`src/rtl/mem_port_arbiter.sv`:
```
// Arbitrates one single-port SRAM between an instruction-fetch port and a load/store port.
// Optional build macro ARB_RR_EN selects round-robin arbitration instead of data priority.
module mem_port_arbiter #(
  parameter int AW       = 12,
  parameter int DW       = 32,
  parameter int MAX_WAIT = 4
) (
  input  logic            clk,
  input  logic            rst,
  input  logic            f_req,
  input  logic [AW-1:0]   f_addr,
  output logic            f_gnt,
  output logic            f_rvalid,
  output logic [DW-1:0]   f_rdata,
  input  logic            d_req,
  input  logic            d_we,
  input  logic [DW/8-1:0] d_be,
  input  logic [AW-1:0]   d_addr,
  input  logic [DW-1:0]   d_wdata,
  output logic            d_gnt,
  output logic            d_rvalid,
  output logic [DW-1:0]   d_rdata,
  output logic            m_en,
  output logic            m_we,
  output logic [DW/8-1:0] m_be,
  output logic [AW-1:0]   m_addr,
  output logic [DW-1:0]   m_wdata,
  input  logic [DW-1:0]   m_rdata
);

  localparam int BW = DW / 8;

  typedef enum logic [1:0] {
    PEND_NONE = 2'd0,
    PEND_RD_F = 2'd1,
    PEND_RD_D = 2'd2
  } pend_e;

  pend_e           pend_r, pend_nxt_s;
  logic            f_prio_s;
  logic            f_gnt_s, d_gnt_s;
  logic [AW-1:0]   addr_hold_r;
  logic [DW-1:0]   wdata_hold_r;
  logic [DW-1:0]   f_rdata_hold_r, d_rdata_hold_r;
  logic            f_rvalid_r, d_rvalid_r;

`ifdef ARB_RR_EN
  logic last_f_r;

  assign f_prio_s = ~last_f_r;

  // Remembers which port won the most recent grant
  always_ff @(posedge clk or negedge rst) begin
    if (!rst) begin
      last_f_r <= 1'b0;
    end else if (f_gnt_s) begin
      last_f_r <= 1'b1;
    end else if (d_gnt_s) begin
      last_f_r <= 1'b0;
    end else begin
      last_f_r <= last_f_r;
    end
  end
`else
  localparam int CW = $clog2(MAX_WAIT + 1);
  logic [CW-1:0] starve_cnt_r;

  assign f_prio_s = (starve_cnt_r == CW'(MAX_WAIT));

  // Counts cycles a waiting fetch has been denied, saturating at MAX_WAIT
  always_ff @(posedge clk or negedge rst) begin
    if (!rst) begin
      starve_cnt_r <= {CW{1'b0}};
    end else if (!f_req || f_gnt_s) begin
      starve_cnt_r <= {CW{1'b0}};
    end else if (starve_cnt_r != CW'(MAX_WAIT)) begin
      starve_cnt_r <= starve_cnt_r + {{(CW-1){1'b0}}, 1'b1};
    end else begin
      starve_cnt_r <= starve_cnt_r;
    end
  end
`endif

  // Grant selection; nothing is granted while reset is asserted
  always_comb begin
    f_gnt_s = 1'b0;
    d_gnt_s = 1'b0;
    if (!rst) begin
      f_gnt_s = 1'b0;
      d_gnt_s = 1'b0;
    end else if (f_req && d_req) begin
      f_gnt_s = f_prio_s;
      d_gnt_s = ~f_prio_s;
    end else begin
      f_gnt_s = f_req;
      d_gnt_s = d_req;
    end
  end

  assign f_gnt = f_gnt_s;
  assign d_gnt = d_gnt_s;

  // SRAM request mux; address and write data hold when idle
  always_comb begin
    m_en    = 1'b0;
    m_we    = 1'b0;
    m_be    = {BW{1'b0}};
    m_addr  = addr_hold_r;
    m_wdata = wdata_hold_r;
    if (f_gnt_s) begin
      m_en   = 1'b1;
      m_be   = {BW{1'b1}};
      m_addr = f_addr;
    end else if (d_gnt_s) begin
      m_en    = 1'b1;
      m_we    = d_we;
      m_be    = d_we ? d_be : {BW{1'b1}};
      m_addr  = d_addr;
      m_wdata = d_wdata;
    end else begin
      m_en = 1'b0;
    end
  end

  // Captures the last driven SRAM address and write data for idle cycles
  always_ff @(posedge clk or negedge rst) begin
    if (!rst) begin
      addr_hold_r  <= {AW{1'b0}};
      wdata_hold_r <= {DW{1'b0}};
    end else begin
      addr_hold_r  <= m_addr;
      wdata_hold_r <= m_wdata;
    end
  end

  // Next pending read: decided purely by this cycle's grant
  always_comb begin
    pend_nxt_s = PEND_NONE;
    case (pend_r)
      PEND_NONE, PEND_RD_F, PEND_RD_D: begin
        if (f_gnt_s) begin
          pend_nxt_s = PEND_RD_F;
        end else if (d_gnt_s && !d_we) begin
          pend_nxt_s = PEND_RD_D;
        end else begin
          pend_nxt_s = PEND_NONE;
        end
      end
      default: pend_nxt_s = PEND_NONE;
    endcase
  end

  // Pending-read state and the per-port valid flags derived from it
  always_ff @(posedge clk or negedge rst) begin
    if (!rst) begin
      pend_r     <= PEND_NONE;
      f_rvalid_r <= 1'b0;
      d_rvalid_r <= 1'b0;
    end else begin
      pend_r     <= pend_nxt_s;
      f_rvalid_r <= (pend_nxt_s == PEND_RD_F);
      d_rvalid_r <= (pend_nxt_s == PEND_RD_D);
    end
  end

  // Holds the last returned word of each port between responses
  always_ff @(posedge clk or negedge rst) begin
    if (!rst) begin
      f_rdata_hold_r <= {DW{1'b0}};
      d_rdata_hold_r <= {DW{1'b0}};
    end else begin
      f_rdata_hold_r <= f_rvalid_r ? m_rdata : f_rdata_hold_r;
      d_rdata_hold_r <= d_rvalid_r ? m_rdata : d_rdata_hold_r;
    end
  end

  // The SRAM output register supplies the word in the response cycle itself
  assign f_rvalid = f_rvalid_r;
  assign d_rvalid = d_rvalid_r;
  assign f_rdata  = f_rvalid_r ? m_rdata : f_rdata_hold_r;
  assign d_rdata  = d_rvalid_r ? m_rdata : d_rdata_hold_r;

endmodule

```
`config.mk`:
```
export PLATFORM = sky130hd
export DESIGN_NAME = mem_port_arbiter
export DESIGN_NICKNAME = d
export VERILOG_FILES = /design/src/rtl/mem_port_arbiter.sv
export SDC_FILE = /design/constraint.sdc
export NUM_CORES = 1
export LEC_CHECK = 0
export ABC_AREA = 1
export BUFFER_PORTS_ARGS = -buffer_cell sky130_fd_sc_hd__buf_2
export CORE_MARGIN = 5
export CORE_UTILIZATION = 50
export CTS_CLUSTER_DIAMETER = 60
export DETAILED_ROUTE_END_ITERATION = 10
export HOLD_SLACK_MARGIN = 0.1
export PLACE_DENSITY = 0.92
export SYNTH_ARGS = -nofsm -noshare
export SYNTH_HDL_FRONTEND = slang
export SYNTH_SLANG_ARGS = --single-unit
```
`constraint.sdc`:
```
create_clock -name clk -period 3.5 [get_ports clk]
set_input_delay 0.175 -clock clk [delete_from_list [all_inputs] [get_ports clk]]
set_output_delay 0.175 -clock clk [all_outputs]
set_load 0.01 [all_outputs]
```
# [Yosys cells after proc, flatten, opt, wreduce, memory -nomap -nowiden]
# Index checks and enable logic that the tools add are counted.
[op_classes] add_sub_neg=1 eq_ne=6 mux=22 bitwise=1 n_reduce_logical=8
[op_table] cell="32-bit two-way mux" n=4
[op_table] cell="12-bit two-way mux" n=2
[op_table] cell="4-bit two-way mux" n=3
[op_table] cell="1-bit two-way mux" n=8
[op_table] cell="2-bit two-way mux" n=3
[op_table] cell="3-bit two-way mux" n=2
[op_table] cell="2-bit by 1-bit equality test with 1-bit output (second input constant)" n=2
[op_table] cell="2-bit equality test (second input constant)" n=2
[op_table] cell="3-bit by 1-bit adder with 3-bit output (second input constant)" n=1
[op_table] cell="3-bit equality test (second input constant)" n=1
[op_table] cell="3-bit inequality test (second input constant)" n=1
[op_table] cell="3-bit OR reduction" n=1
[op_table] cell="1-bit logical AND" n=2
[op_table] cell="1-bit logical NOT" n=2
[op_table] cell="2-bit logical NOT" n=1
[op_table] cell="2-bit nonzero test" n=1
[op_table] cell="1-bit logical OR" n=1
[op_table] cell="1-bit NOT" n=1
[word_totals] register_bits=115 word_cells=46

# [Longest topological paths before layout]
# Gate-level depths: netlist of run 1.
[depth] ltp_word=9 ltp_mapped=8 mapped_depth_nobuf=7

# [Worst setup path after synthesis of run 1]
# OpenSTA, ideal clock, no wires.
[synth_timing] path_kind="reg-to-output" startpoint="reg starve_cnt_r[0]" endpoint="out m_addr[10]" t_arrival_ns=1.269 t_required_ns=3.325 setup_slack_ns=2.056 path_stages_with_launch=8 n_path_buf=1 path_cell_list="dfrtp_1 > inv_1 > ha_1 > nand2_1 > a21oi_2 > buf_6 > nand2_1 > nand3_1"
[synth_rtl] element="from (decl)" line="66" text="logic [CW-1:0] starve_cnt_r;"
[synth_rtl] element="from (signal assigned)" line="73" text="starve_cnt_r <= {CW{1'b0}};"
[synth_rtl] element="from (signal assigned)" line="75" text="starve_cnt_r <= {CW{1'b0}};"
[synth_rtl] element="from (signal assigned)" line="77" text="starve_cnt_r <= starve_cnt_r + {{(CW-1){1'b0}}, 1'b1};"
[synth_rtl] element="3-bit equality test" line="68" text="assign f_prio_s = (starve_cnt_r == CW'(MAX_WAIT));"
[synth_rtl] element="1-bit two-way mux" line="91" text="end else if (f_req && d_req) begin"
[synth_rtl] element="1-bit two-way mux" line="88" text="if (!rst) begin"
[synth_rtl] element="via f_gnt" line="12" text="output logic f_gnt,"
[synth_rtl] element="12-bit two-way mux" line="110" text="if (f_gnt_s) begin"
[synth_rtl] element="to (decl)" line="26" text="output logic [AW-1:0] m_addr,"
# The timed path passes the listed nets, and every way through them passes these cells.

# [Final worst setup path of run 1]
[layout_timing] startpoint="reg starve_cnt_r[0]" endpoint="out m_wdata[7]"
[layout_via] elab_chain_len=6
[layout_lines] element="3-bit equality test (*)" line="68"
[layout_lines] element="1-bit NOT" line="93" text="d_gnt_s = ~f_prio_s;"
[layout_lines] element="1-bit two-way mux" line="91"
[layout_lines] element="1-bit two-way mux" line="88"
[layout_lines] element="32-bit two-way mux" line="114" text="end else if (d_gnt_s) begin"
[layout_lines] element="32-bit two-way mux (*)" line="110"
[layout_lines] element="to (decl)" line="27" text="output logic [DW-1:0] m_wdata,"
# Every way passes the cells marked *; elsewhere a longest branch is shown, timed or not.

==> results of run 1 <==
## logic make-up (layout without fill, tap and decap cells)
logic type	after synthesis	after routing	share of synthesized area, %
xor gates and xnor gates	1	1	0.194
muxes	64	64	15.9
AOI/OAI and AO/OA	6	6	0.747
and+or+nand+nor	170	170	15.4
DFF	115	115	63.6
adders and majority gates	2	2	0.553
buffers and inverters	26	348	3.60
## layout by cell type, fill, tap and decap left out
master,n
buf_2,213
nand2_1,130
dfrtp_1,115
dlygate4sd3_1,91
mux2_2,60
nand3_1,23
clkbuf_16,16
nor2_1,8
inv_1,5
buf_4,5
o21ai_0,4
mux2_1,4
clkinvlp_4,4
nand2_2,3
clkbuf_8,3
clkinv_2,3
nand3_2,2
nor3_1,2
nand4_1,2
ha_1,2
bufinv_16,2
clkinv_4,2
a21oi_2,1
inv_2,1
inv_4,1
xnor2_1,1
a21oi_1,1
clkbuf_1,1
inv_6,1
## per-stage QoR
stage	setup WS [ps]	instance area (sq um)	hold slack, ps	power (mW)
3_5_place_dp	1260	5630	354	2.50
3_3_place_gp	1370	5630	343	2.45
5_1_grt	446	7120	164	4.47
4_1_cts	729	7120	122	4.26
2_1_floorplan	2060	4520	-121	2.10
6_report	621	7120	164	4.29
## metal layers
layer	global-route usage, %	up-vias	part of all wire [%]
li1	-	1876	-
met2	48.2	281	53
met5	0	-	0
met4	9.95	0	2.6
met3	9.43	36	8.5
met1	31.7	2094	36
## worst min-delay path, stage by stage
cell and delay (ps):
buf_2 110, nand2_1 60, nand2_1 200, nor2_1 70
## final timing paths
path	end	slack [ps]
setup / recovery	m_wdata[7]	620
hold / removal	pend_r[0]	160
setup reg to reg	addr_hold_r[2]	800
hold reg to reg	wdata_hold_r[13]	480
max in group asynchronous	d_rdata_hold_r[18]	1860
min in group asynchronous	pend_r[1]	400
## Yosys cell counts (3+ instances only)
master,instances
o21ai_0,4
nand3_1,23
mux2_2,60
dfrtp_1,115
nand2_2,3
nand2_1,130
mux2_1,4
clkbuf_1,4
inv_1,5
buf_4,10
buf_6,3
nor2_1,8
## final cells by class
cell class	count	area (sq um)	area share, %
Clock buffer	20	445	6.26
Clock inverter	12	131	1.85
Inverter	7	28.8	0.404
Multi-Input combinational cell	243	1480	20.8
Sequential cell	115	2880	40.4
Tap cell	108	135	1.90
Timing Repair Buffer	309	2010	28.3
## flip-flops by register name (all words and copies together), names as in the netlist
| register | cells |
|---|---|
| f_rvalid | 1 |
| f_rdata_hold_r | 32 |
| wdata_hold_r | 32 |
| d_rdata_hold_r | 32 |
| starve_cnt_r | 3 |
| pend_r | 2 |
| addr_hold_r | 12 |
| d_rvalid | 1 |
## power breakdown
group | switching (mW) | internal, mW
Sequential | 0.0832 | 1.57
Combinational | 0.524 | 0.456
Clock | 0.608 | 1.05
Total | 1.22 | 3.07
## timing repair
item | 4_1_cts | 5_1_grt
hold buffers | 91 | 0
resized for setup | 0 | 0
setup buffers | 0 | 0
hold endpoints to repair | 162 | 0
setup endpoints to repair | 0 | 0
==> metrics.md, run 1 <==
| Metric | Value |
|---|---|
| Status | `finished, final reports clean` |
| Via Count | `4287` |
| Worst Setup End Kind | `output pin` |
| Die Wd | `about 110 um` |
| Max Freq | `0.347 GHz` |
| Initial antenna violation count | `0` |
| Worst Tran Pin Value | `~800 ps` |
| Pin count of the biggest net entering global routing | `67` |
| Post-synth EDFFs | `0` |
| Top delay family on crit path | `simple AND/OR/NAND/NOR gates` |
| Htree depth | `4` |
| All-Layer GR Usage | `27.7%` |
| CP max-delay cell | `inv_4` |
| DRT iter0 DRCs | `~240` |
| Post-synthesis cell area | `0.00452 sq mm` |
| Worst IR Drop VDD | `359 uV` |
| Synth area leaders | `dfrtp_1 64%, mux2_2 15%, nand2_1 11%` |
| Via density | `5.27` |
| Clock sink total | `between 100 and 150` |
| Critical R2R Launch | `starve_cnt_r[0]` |
| Minimum clock period | `2880 ps` |
| Clk buf depth | `2` |
| Wirelength per Cell | `18.5 um` |
| Drt pass-1 iters | `5` |
| Clk root buf | `clkbuf_8` |
| Inst Count DP | `around 690` |
| CP Max Fanout | `45` |
| CP Launch Type | `flip-flop` |
| Number of global-route vias before repair | `4583` |
| CTS tree | `built` |
| WP depth | `8` |
| Clk slew on worst S/H paths | `~60 ps` |
| Post-route ant nets | `0` |
| Pleak | `3.71 nW` |
| Final Skew | `9.84 ps` |
| Avg Inst Size Synth | `11.8 sq um` |
| Setup CP Type | `flip-flop to output pin` |
| Hpwl dp | `8460 um` |
| Clk Latency, worst-skew pair | `approximately 500 ps` |
| Final clock period utilization by the worst path | `82.3%` |
| Post-synthesis sequential element count | `115` |
| WL final | `15000 um` |
| Distinct cell type count after synthesis | `22` |
| Post-Syn Instances | `384` |
| Length in cells of the worst reg-to-reg path | `8` |
| Pwr/cell area | `~600 mW/mm^2` |
| Most used cell, CP | `nand2_1` |
| Util after Layout | `81.2%` |
| Layout cells sized above 1 | `44.9%` |
| TritonCTS Buffers | `17` |
| Die Ht | `105 um` |
| DRC violations left | `0` |
| HP Class | `primary input to flip-flop` |
| Setup TNS | `0 ps` |
| Final hold vios | `0` |
| Worst slew margin | `46.5%` |
| Initial Util | `between 50% and 60%` |
| Setup violators final | `0` |
| Crit path from | `starve_cnt_r[0]` |
| Mapped Nets | `483` |
| FILL cells | `427` |
| Synth Warn # | `0` |
| CP cell instances | `inv_1, ha_1, nand3_2, nand2_2, inv_4, nand2_1, nand2_1, buf_2` |
| Final GP Congestion | `just under 0.8` |
| Synth Flop Type | `dfrtp_1` |
| Synth-to-Final Area Change | `57.3%` |
| First-pass GRT wire length | `approximately 24000 um` |
| Maximum capacitance violations | `0` |
| Arr. time, crit path | `approximately 2700 ps` |
| Die area | `roughly 0.011 sq mm` |
| Number of top-level pins | `215` |
| Worst Path Buf+Inv | `3` |
| Synth area leader | `dfrtp_1` |
| Row count | `34` |
| Core area | `0.00876 sq mm` |
| Grt ovf | `0` |
| RSZ-0062 raised after global routing | `no` |
| Final max-slew violation count | `0` |
| Cell Count, Final, Fillers Out | `814` |
| Synth top area share | `between 60 and 70%` |
| Worst path max stage delay | `roughly 570 ps` |
| N_diodes | `0` |
| Ys async rst share | `100%` |
| Total Nets Final | `between 700 and 800` |
| Sequential area share after synthesis | `63.6%` |
| Worst path required time | `3320 ps` |
| Hold Path Origin | `d_req` |
| Hold path cells | `4` |
| # port buffers | `214` |
Note: power is estimated with default switching activity, not from simulation.
==> run 2, diff against run 1 <==
--- a/config.mk
+++ b/config.mk
@@ -8,11 +8,11 @@
 export ABC_AREA = 1
 export BUFFER_PORTS_ARGS = -buffer_cell sky130_fd_sc_hd__buf_2
 export CORE_MARGIN = 5
-export CORE_UTILIZATION = 50
+export CORE_UTILIZATION = 46
 export CTS_CLUSTER_DIAMETER = 60
 export DETAILED_ROUTE_END_ITERATION = 10
 export HOLD_SLACK_MARGIN = 0.1
-export PLACE_DENSITY = 0.92
+export PLACE_DENSITY = 0.86
 export SYNTH_ARGS = -nofsm -noshare
 export SYNTH_HDL_FRONTEND = slang
 export SYNTH_SLANG_ARGS = --single-unit
==> constraint.sdc (replaced) <==
create_clock -name clk -period 2.95 [get_ports clk]
set_input_delay 0.1475 -clock clk [delete_from_list [all_inputs] [get_ports clk]]
set_output_delay 0.1475 -clock clk [all_outputs]
set_load 0.01 [all_outputs]
==> run 2 against run 1 <==
  * Global-route usage decreased by 3.4 points
  * Combinational power is 16% higher
  * Clock skew shrank 2.6 ps
  * Count of clock-buffer cells in the layout is 1 higher
  * Sequential power grew 18%
  * Critical path depth rose by 1
  * Sequential share of layout area fell by 0.57 points
  * Final cell count is 3.2% higher
  * Setup slack lost 260 ps
==> metrics.md, run 2 (synthesis gave the netlist of run 1 again) <==
| Metric | Value |
|---|---|
| Drt pass-1 iters | `6 (+1)` |
| Htree depth | `4 (unchanged)` |
| Die Ht | `109 um (+3.9%)` |
| Minimum clock period | `approximately 2600 ps` |
| All-Layer GR Usage | `24.3% (-3.4 points)` |
| Switching share of total power | `26.0% (-2.4 points)` |
| Post-CTS Setup Bufs | `0 (unchanged)` |
| Setup CP Type | `flip-flop to output pin` |
| Worst path required time | `2800 ps (-520 ps)` |
| Pin count of the biggest net entering global routing | `69 (+3.0%)` |
| Die area | `0.0119 sq mm (+7.9%)` |
| Largest regs | `d_rdata_hold_r: 32 flops, f_rdata_hold_r: 32 flops, wdata_hold_r: 32 flops` |
| Clock Power Share | `41.3% (+2.6 points)` |
| Synth-to-Final Area Change | `59.6%` |
| Most frequent cells in the layout | `213 x buf_2, 130 x nand2_1, 115 x dfrtp_1, 92 x dlygate4sd3_1, 60 x mux2_2` |
| N_diodes | `0 (unchanged)` |
| Arr. time, crit path | `2440 ps (-260 ps)` |
| Hpwl dp | `8240 um (-2.7%)` |
| # port buffers | `214 (unchanged)` |
| Cell Count, Final, Fillers Out | `840 (+3.2%)` |
| CTS tree | `built` |
| Wirelength per Cell | `16.5 um (-10%)` |
| Gate power share | `21.7% (-1.2 points)` |
| CTS resizes | `0 (unchanged)` |
| Worst reg2reg setup slack | `460 ps (-340 ps)` |
| Worst Tran Pin Value | `834 ps (+31.4 ps)` |
| First-pass GRT wire length | `22000 um (-9.3%)` |
| Inst Count DP | `717 (+3.8%)` |
| Worst Setup End Kind | `output pin` |
| Clk buf depth | `2 (unchanged)` |
| Worst IR Drop VDD | `408 uV (+13%)` |
| Clock sink total | `115 (unchanged)` |
| Initial Util | `46.7% (-4.9 points)` |
| CP Max Fanout | `45 (unchanged)` |
| Final Total Pwr | `5.25 mW (+23%)` |
| DRT iter0 DRCs | `196 (-18%)` |
| Via density | `4.90 (-6.9%)` |
| Area occupied by multi-input gates | `0.00148 sq mm (unchanged)` |
| DRC violations left | `0 (unchanged)` |
| Initial antenna violation count | `0 (unchanged)` |
| Pwr/cell area | `728 mW/mm^2 (+21%)` |
| Via Count | `4118 (-3.9%)` |
| Seq pwr share | `36.9% (-1.6 points)` |
| Setup violators final | `0 (unchanged)` |
| Final hold vios | `0 (unchanged)` |
| Commonest non-fill, non-tap cell in the layout | `buf_2` |
| CP Launch Type | `flip-flop` |
| Clk Latency, worst-skew pair | `500 ps (about the same)` |
| Psw | `1.36 mW (+12%)` |
| RSZ-0062 raised after global routing | `no` |
| Final clock period utilization by the worst path | `87.7%` |
| Final Skew | `7.20 ps (-2.64 ps)` |
| Clk slew on worst S/H paths | `50 ps (about the same)` |
| Max Freq | `0.387 GHz` |
| Final max-slew violation count | `0 (unchanged)` |
| Post-route ant nets | `0 (unchanged)` |
| Clk root buf | `clkbuf_8` |
| Layout cells sized above 1 | `44.7% (-0.20 points)` |
| TritonCTS Buffers | `17 (unchanged)` |
| Row count | `36 (+5.9%)` |
| Maximum capacitance violations | `0 (unchanged)` |
| Setup TNS | `0 ps (unchanged)` |
| WL final | `13900 um (-7.5%)` |
| Core area | `0.00968 sq mm (+11%)` |
| HP Class | `primary input to flip-flop` |
| Die Wd | `109 um (+3.9%)` |
| Worst slew margin | `44.4% (-2.1 points)` |
| Number of top-level pins | `215 (unchanged)` |
| Grt ovf | `0 (unchanged)` |
| Number of global-route vias before repair | `4444 (-3.0%)` |
| Pleak | `3.75 nW (+1.1%)` |
| Total Nets Final | `794 (+0.25%)` |
| Status | `finished, final reports clean` |
| Register area | `0.00288 sq mm (unchanged)` |
| FILL cells | `579 (+36%)` |
| Pint | `3.89 mW (+27%)` |
| Final GP Congestion | `0.802 (+1.9%)` |
[run 2: cell count changes in the layout (fill, tap and decap cells not counted)]
cell and change:
clkbuf_1 +1, buf_4 +1, inv_6 -1, clkinv_4 -2, clkinvlp_4 -2, bufinv_16 +3
dlygate4sd3_1 +1
[run 2: final cells by class]
class	count	area share, %
Timing Repair Buffer	311	28.2
Sequential cell	115	39.9
Tap cell	133	2.31
Inverter	7	0.399
Multi-Input combinational cell	243	20.5
Clock inverter	10	2.50
Clock buffer	21	6.22
[run 2: through the flow]
stage	area, sq um	hold WS, ps	util (%)	setup slack [ps]
final	7220	158	74.5	363
after global routing	7220	185	74.5	225
after CTS	7220	142	74.5	455
after detailed placement	5670	-40.2	58.5	979
after global placement	5670	-40.1	58.5	1100
after floorplan	4520	-148	-	1530
[run 2: worst max-delay path: stages (launching register included)]
cell	delay, ps
dfrtp_1	400
inv_1	80
ha_1	180
nand3_2	100
nand2_2	70
buf_4	350
inv_4	270
nand2_1	170
nand3_1	130
buf_2	170
[run 2: worst paths after layout]
path,cells past startpoint,start,to
setup / recovery,9,starve_cnt_r[0],m_addr[1]
hold / removal,4,d_req,f_rvalid
setup reg to reg,9,starve_cnt_r[0],addr_hold_r[1]
hold reg to reg,2,wdata_hold_r[28],wdata_hold_r[28]
max in group asynchronous,4,rst,d_rdata_hold_r[24]
min in group asynchronous,3,rst,wdata_hold_r[23]
[run 2: repair_timing]
| item | 4_1_cts | 5_1_grt |
|---|---|---|
| endpoints found under the setup margin | 0 | 0 |
| hold buffers | 92 | 0 |
| hold endpoints to repair | 160 | 0 |
[run 2: metal layers]
layer  share of wire [%]  track usage [%]
met1                  38             27.1
met2                  50             41.6
met3                  10             8.70
met4                 2.3             10.7
met5                   0                0
[run 2: power groups by stage]
stage,logic (mW),registers [mW],clock network (mW)
2_1_floorplan,0.559,1.93,0
3_3_place_gp,0.971,1.94,0
3_5_place_dp,1.00,1.96,0
4_1_cts,1.12,1.94,2.21
5_1_grt,1.25,1.97,2.29
6_report,1.14,1.94,2.17
==> run 3, diff against run 2 <==
--- a/config.mk
+++ b/config.mk
@@ -5,14 +5,14 @@
 export SDC_FILE = /design/constraint.sdc
 export NUM_CORES = 1
 export LEC_CHECK = 0
-export ABC_AREA = 1
+export ABC_AREA = 0
 export BUFFER_PORTS_ARGS = -buffer_cell sky130_fd_sc_hd__buf_2
 export CORE_MARGIN = 5
 export CORE_UTILIZATION = 46
 export CTS_CLUSTER_DIAMETER = 60
 export DETAILED_ROUTE_END_ITERATION = 10
 export HOLD_SLACK_MARGIN = 0.1
-export PLACE_DENSITY = 0.86
+export PLACE_DENSITY = 0.87
 export SYNTH_ARGS = -nofsm -noshare
 export SYNTH_HDL_FRONTEND = slang
 export SYNTH_SLANG_ARGS = --single-unit
==> run 3 against run 2 <==
  * Clock power fell by 18%
  * Critical path type is now primary input to output pin
  * Non-clock buffer count fell by 2
  * Synthesized area fell by 0.39%
  * Die area fell by 0.35%
  * Highest routed layer unchanged
  * Sequential power barely moved
  * Core utilization fell by 1.1 points
  * Maximum frequency fell by 2.4%
  * Routed wire length fell by 1.8%
  * Largest power group is now sequential cells
  * Sequential cell count did not move
==> metrics.md, run 3 <==
| Metric | Value |
|---|---|
| Most frequent cells in the layout | `213 x buf_2, 115 x dfrtp_1, 92 x dlygate4sd3_1, 91 x mux2_2, 16 x clkbuf_16` |
| Minimum clock period | `2650 ps (+62.6 ps)` |
| Worst slew margin | `38.4% (-6.0 points)` |
| Total Nets Final | `699 (-12%)` |
| Post-synthesis cell area | `0.00451 sq mm (-0.39%)` |
| Initial antenna violation count | `0 (unchanged)` |
| Drt pass-1 iters | `4 (-2)` |
| Worst Tran Pin Value | `924 ps (+90.1 ps)` |
| Psw | `1.26 mW (-7.8%)` |
| RSZ-0062 raised after global routing | `no` |
| DRT iter0 DRCs | `209 (+6.6%)` |
| Synth Warn # | `0 (unchanged)` |
| Ys async rst share | `100% (unchanged)` |
| CP Max Fanout | `46 (+2.2%)` |
| Most frequent cell after synthesis | `dfrtp_1` |
| CP cell instances | `dlygate4sd3_1, buf_4, nand3_4, inv_4, a221o_1, buf_2` |
| Setup CP Type | `primary input to output pin` |
| Via density | `4.92 (+0.40%)` |
| GRT busiest layer | `met2` |
| CP Launch Type | `primary input` |
| Arr. time, crit path | `2500 ps (+60 ps)` |
| DRC violations left | `0 (unchanged)` |
| Final clock period utilization by the worst path | `89.8% (+2.1 points)` |
| Clk slew on worst S/H paths | `50 ps (about the same)` |
| Gate power share | `23.0% (+1.3 points)` |
| Via Count | `3657 (-11%)` |
| Pint | `3.54 mW (-9.1%)` |
| Worst Setup End Kind | `output pin` |
| Row count | `36 (unchanged)` |
| Top post-synthesis cells by count | `115 x dfrtp_1, 91 x mux2_2, 12 x a221o_1` |
| Final max-slew violation count | `0 (unchanged)` |
| HP Class | `primary input to asynchronous set/reset pin` |
| N_diodes | `0 (unchanged)` |
| WL final | `13600 um (-1.8%)` |
| Grt ovf | `0 (unchanged)` |
| Synth top area share | `63.9% (+0.25 points)` |
| Die area | `0.0119 sq mm (-0.35%)` |
| Clk Latency, worst-skew pair | `500 ps (about the same)` |
| Clk root buf | `clkbuf_8` |
| Mapped Nets | `385 (-20%)` |
| Wirelength per Cell | `18.4 um (+11%)` |
| Final hold vios | `0 (unchanged)` |
| Clock Power Share | `36.9% (-4.4 points)` |
| Seq pwr share | `40.1% (+3.2 points)` |
| Met1 GRT Util | `23.5% (-3.6 points)` |
| Avg Inst Size Synth | `15.8 sq um (+34%)` |
| CP max-delay cell | `nand3_4` |
| Synth area leaders | `dfrtp_1 64%, mux2_2 23%, a221o_1 2.7%` |
| Post-synthesis sequential element count | `115 (unchanged)` |
| Worst path required time | `2800 ps (about the same)` |
| Layout cells sized above 1 | `57.0% (+12 points)` |
| All-Layer GR Usage | `23.8% (-0.46 points)` |
| CTS tree | `built` |
| Number of top-level pins | `215 (unchanged)` |
| Commonest non-fill, non-tap cell in the layout | `buf_2` |
| Util after Layout | `73.4% (-1.1 points)` |
| Hold_ws | `223 ps (+64.3 ps)` |
| TritonCTS Buffers | `17 (unchanged)` |
| Worst IR Drop VDD | `304 uV (-26%)` |
| Post-route ant nets | `0 (unchanged)` |
| Maximum capacitance violations | `0 (unchanged)` |
| Sequential area share after synthesis | `63.9% (+0.25 points)` |
| # port buffers | `214 (unchanged)` |
| Worst Path Buf+Inv | `4 (unchanged)` |
| Initial Util | `46.5% (-0.18 points)` |
| Final Skew | `8.55 ps (+1.35 ps)` |
| Largest regs | `d_rdata_hold_r: 32 flops, f_rdata_hold_r: 32 flops, wdata_hold_r: 32 flops` |
| Post-Syn Instances | `286 (-26%)` |
| Die Ht | `109 um (-0.17%)` |
| Pleak | `3.46 nW (-7.5%)` |
| Met3 usage | `6.99% (-1.7 points)` |
| Distinct cell type count after synthesis | `29 (+32%)` |
| Top delay family on crit path | `buffers and inverters` |
| Switching share of total power | `26.2% (+0.28 points)` |
| Worst path max stage delay | `580 ps (+180 ps)` |
| Clock sink total | `115 (unchanged)` |
| Synth Flop Type | `dfrtp_1` |
| Post-synth EDFFs | `0 (unchanged)` |
| Die Wd | `109 um (-0.17%)` |
| Htree depth | `4 (unchanged)` |
| CTS resizes | `0 (unchanged)` |
| Pin count of the biggest net entering global routing | `77 (+12%)` |
| Status | `finished, final reports clean` |
| Setup violators final | `0 (unchanged)` |
| Clk buf depth | `2 (unchanged)` |
| First-pass GRT wire length | `21200 um (-3.6%)` |
| Number of global-route vias before repair | `4257 (-4.2%)` |
| GRT met2 Usage | `43.9% (+2.3 points)` |
| Core area | `0.00968 sq mm (unchanged)` |
| Pwr/cell area | `675 mW/mm^2 (-7.4%)` |
| Hpwl dp | `8180 um (-0.70%)` |
| Synth area leader | `dfrtp_1` |
| Final GP Congestion | `0.745 (-7.1%)` |
| Setup TNS | `0 ps (unchanged)` |
| Synth-to-Final Area Change | `57.7%` |
| Max Freq | `0.377 GHz (-2.4%)` |
run 3: changes by cell type after synthesis, moves of 3 or more:
cell,before,now
nand3_1,23,2
and2_2,0,7
buf_4,10,2
and2_1,0,6
a31oi_1,0,3
nand2_1,130,3
a221o_1,0,12
nand2_2,3,0
nor2_1,8,1
buf_2,2,6
mux2_2,60,91
run 3: worst paths after layout:
path	start	endpoint	slack, ps	depth (start not counted)
hold reg to reg	f_rdata_hold_r[3]	f_rdata_hold_r[3]	490	1
max in group asynchronous	rst	d_rdata_hold_r[28]	1370	3
min in group clk	d_wdata[16]	wdata_hold_r[16]	430	3
setup / recovery	rst	m_addr[7]	300	6
hold / removal	rst	wdata_hold_r[15]	220	2
setup reg to reg	starve_cnt_r[0]	addr_hold_r[5]	520	7
run 3: repair_timing:
item / 4_1_cts / 5_1_grt
hold endpoints to repair: 154 / 0
hold buffers: 92 / 0
buffers inserted: 0 / 0
run 3: logic make-up after synthesis:
family	after synthesis	synth area share [%]
and+or+nand+nor	26	3.92
buffers and inverters	22	2.94
adders and majority gates	2	0.555
DFF	115	63.9
AOI/OAI and AO/OA	25	4.72
muxes	96	24.0
run 3: layout make-up:
class / count / area (sq um)
clock buffers: 23 / 457
well taps: 133 / 166
multi-input cells: 149 / 1500
flip-flops and latches: 115 / 2880
inverters: 8 / 35.0
fillers: 581 / 2580
repair buffers: 309 / 2020
clock inverters: 6 / 57.6
run 3: layer usage:
layer	vias to the layer above	part of all wire [%]
met5	-	0
met2	180	54
met1	1784	35
li1	1648	-
met4	0	3.3
met3	45	8.0
run 3: metrics by stage:
| step | setup WS, ps | total power, mW | cells | instance area (sq um) |
|---|---|---|---|---|
| 2_1_floorplan | 1340 | 2.45 | 286 | 4510 |
| 3_3_place_gp | 922 | 2.86 | 622 | 5670 |
| 3_5_place_dp | 818 | 2.91 | 622 | 5670 |
| 4_1_cts | 275 | 4.82 | 743 | 7110 |
| 5_1_grt | 55.5 | 5.03 | 743 | 7110 |
| 6_report | 301 | 4.79 | 743 | 7110 |
run 3: power by group through the flow:
stage	clock network [mW]	registers [mW]	logic, mW
6_report	1.77	1.92	1.10
2_1_floorplan	0	1.91	0.538
4_1_cts	1.81	1.92	1.09
3_5_place_dp	0	1.94	0.964
5_1_grt	1.89	1.95	1.19
3_3_place_gp	0	1.92	0.933
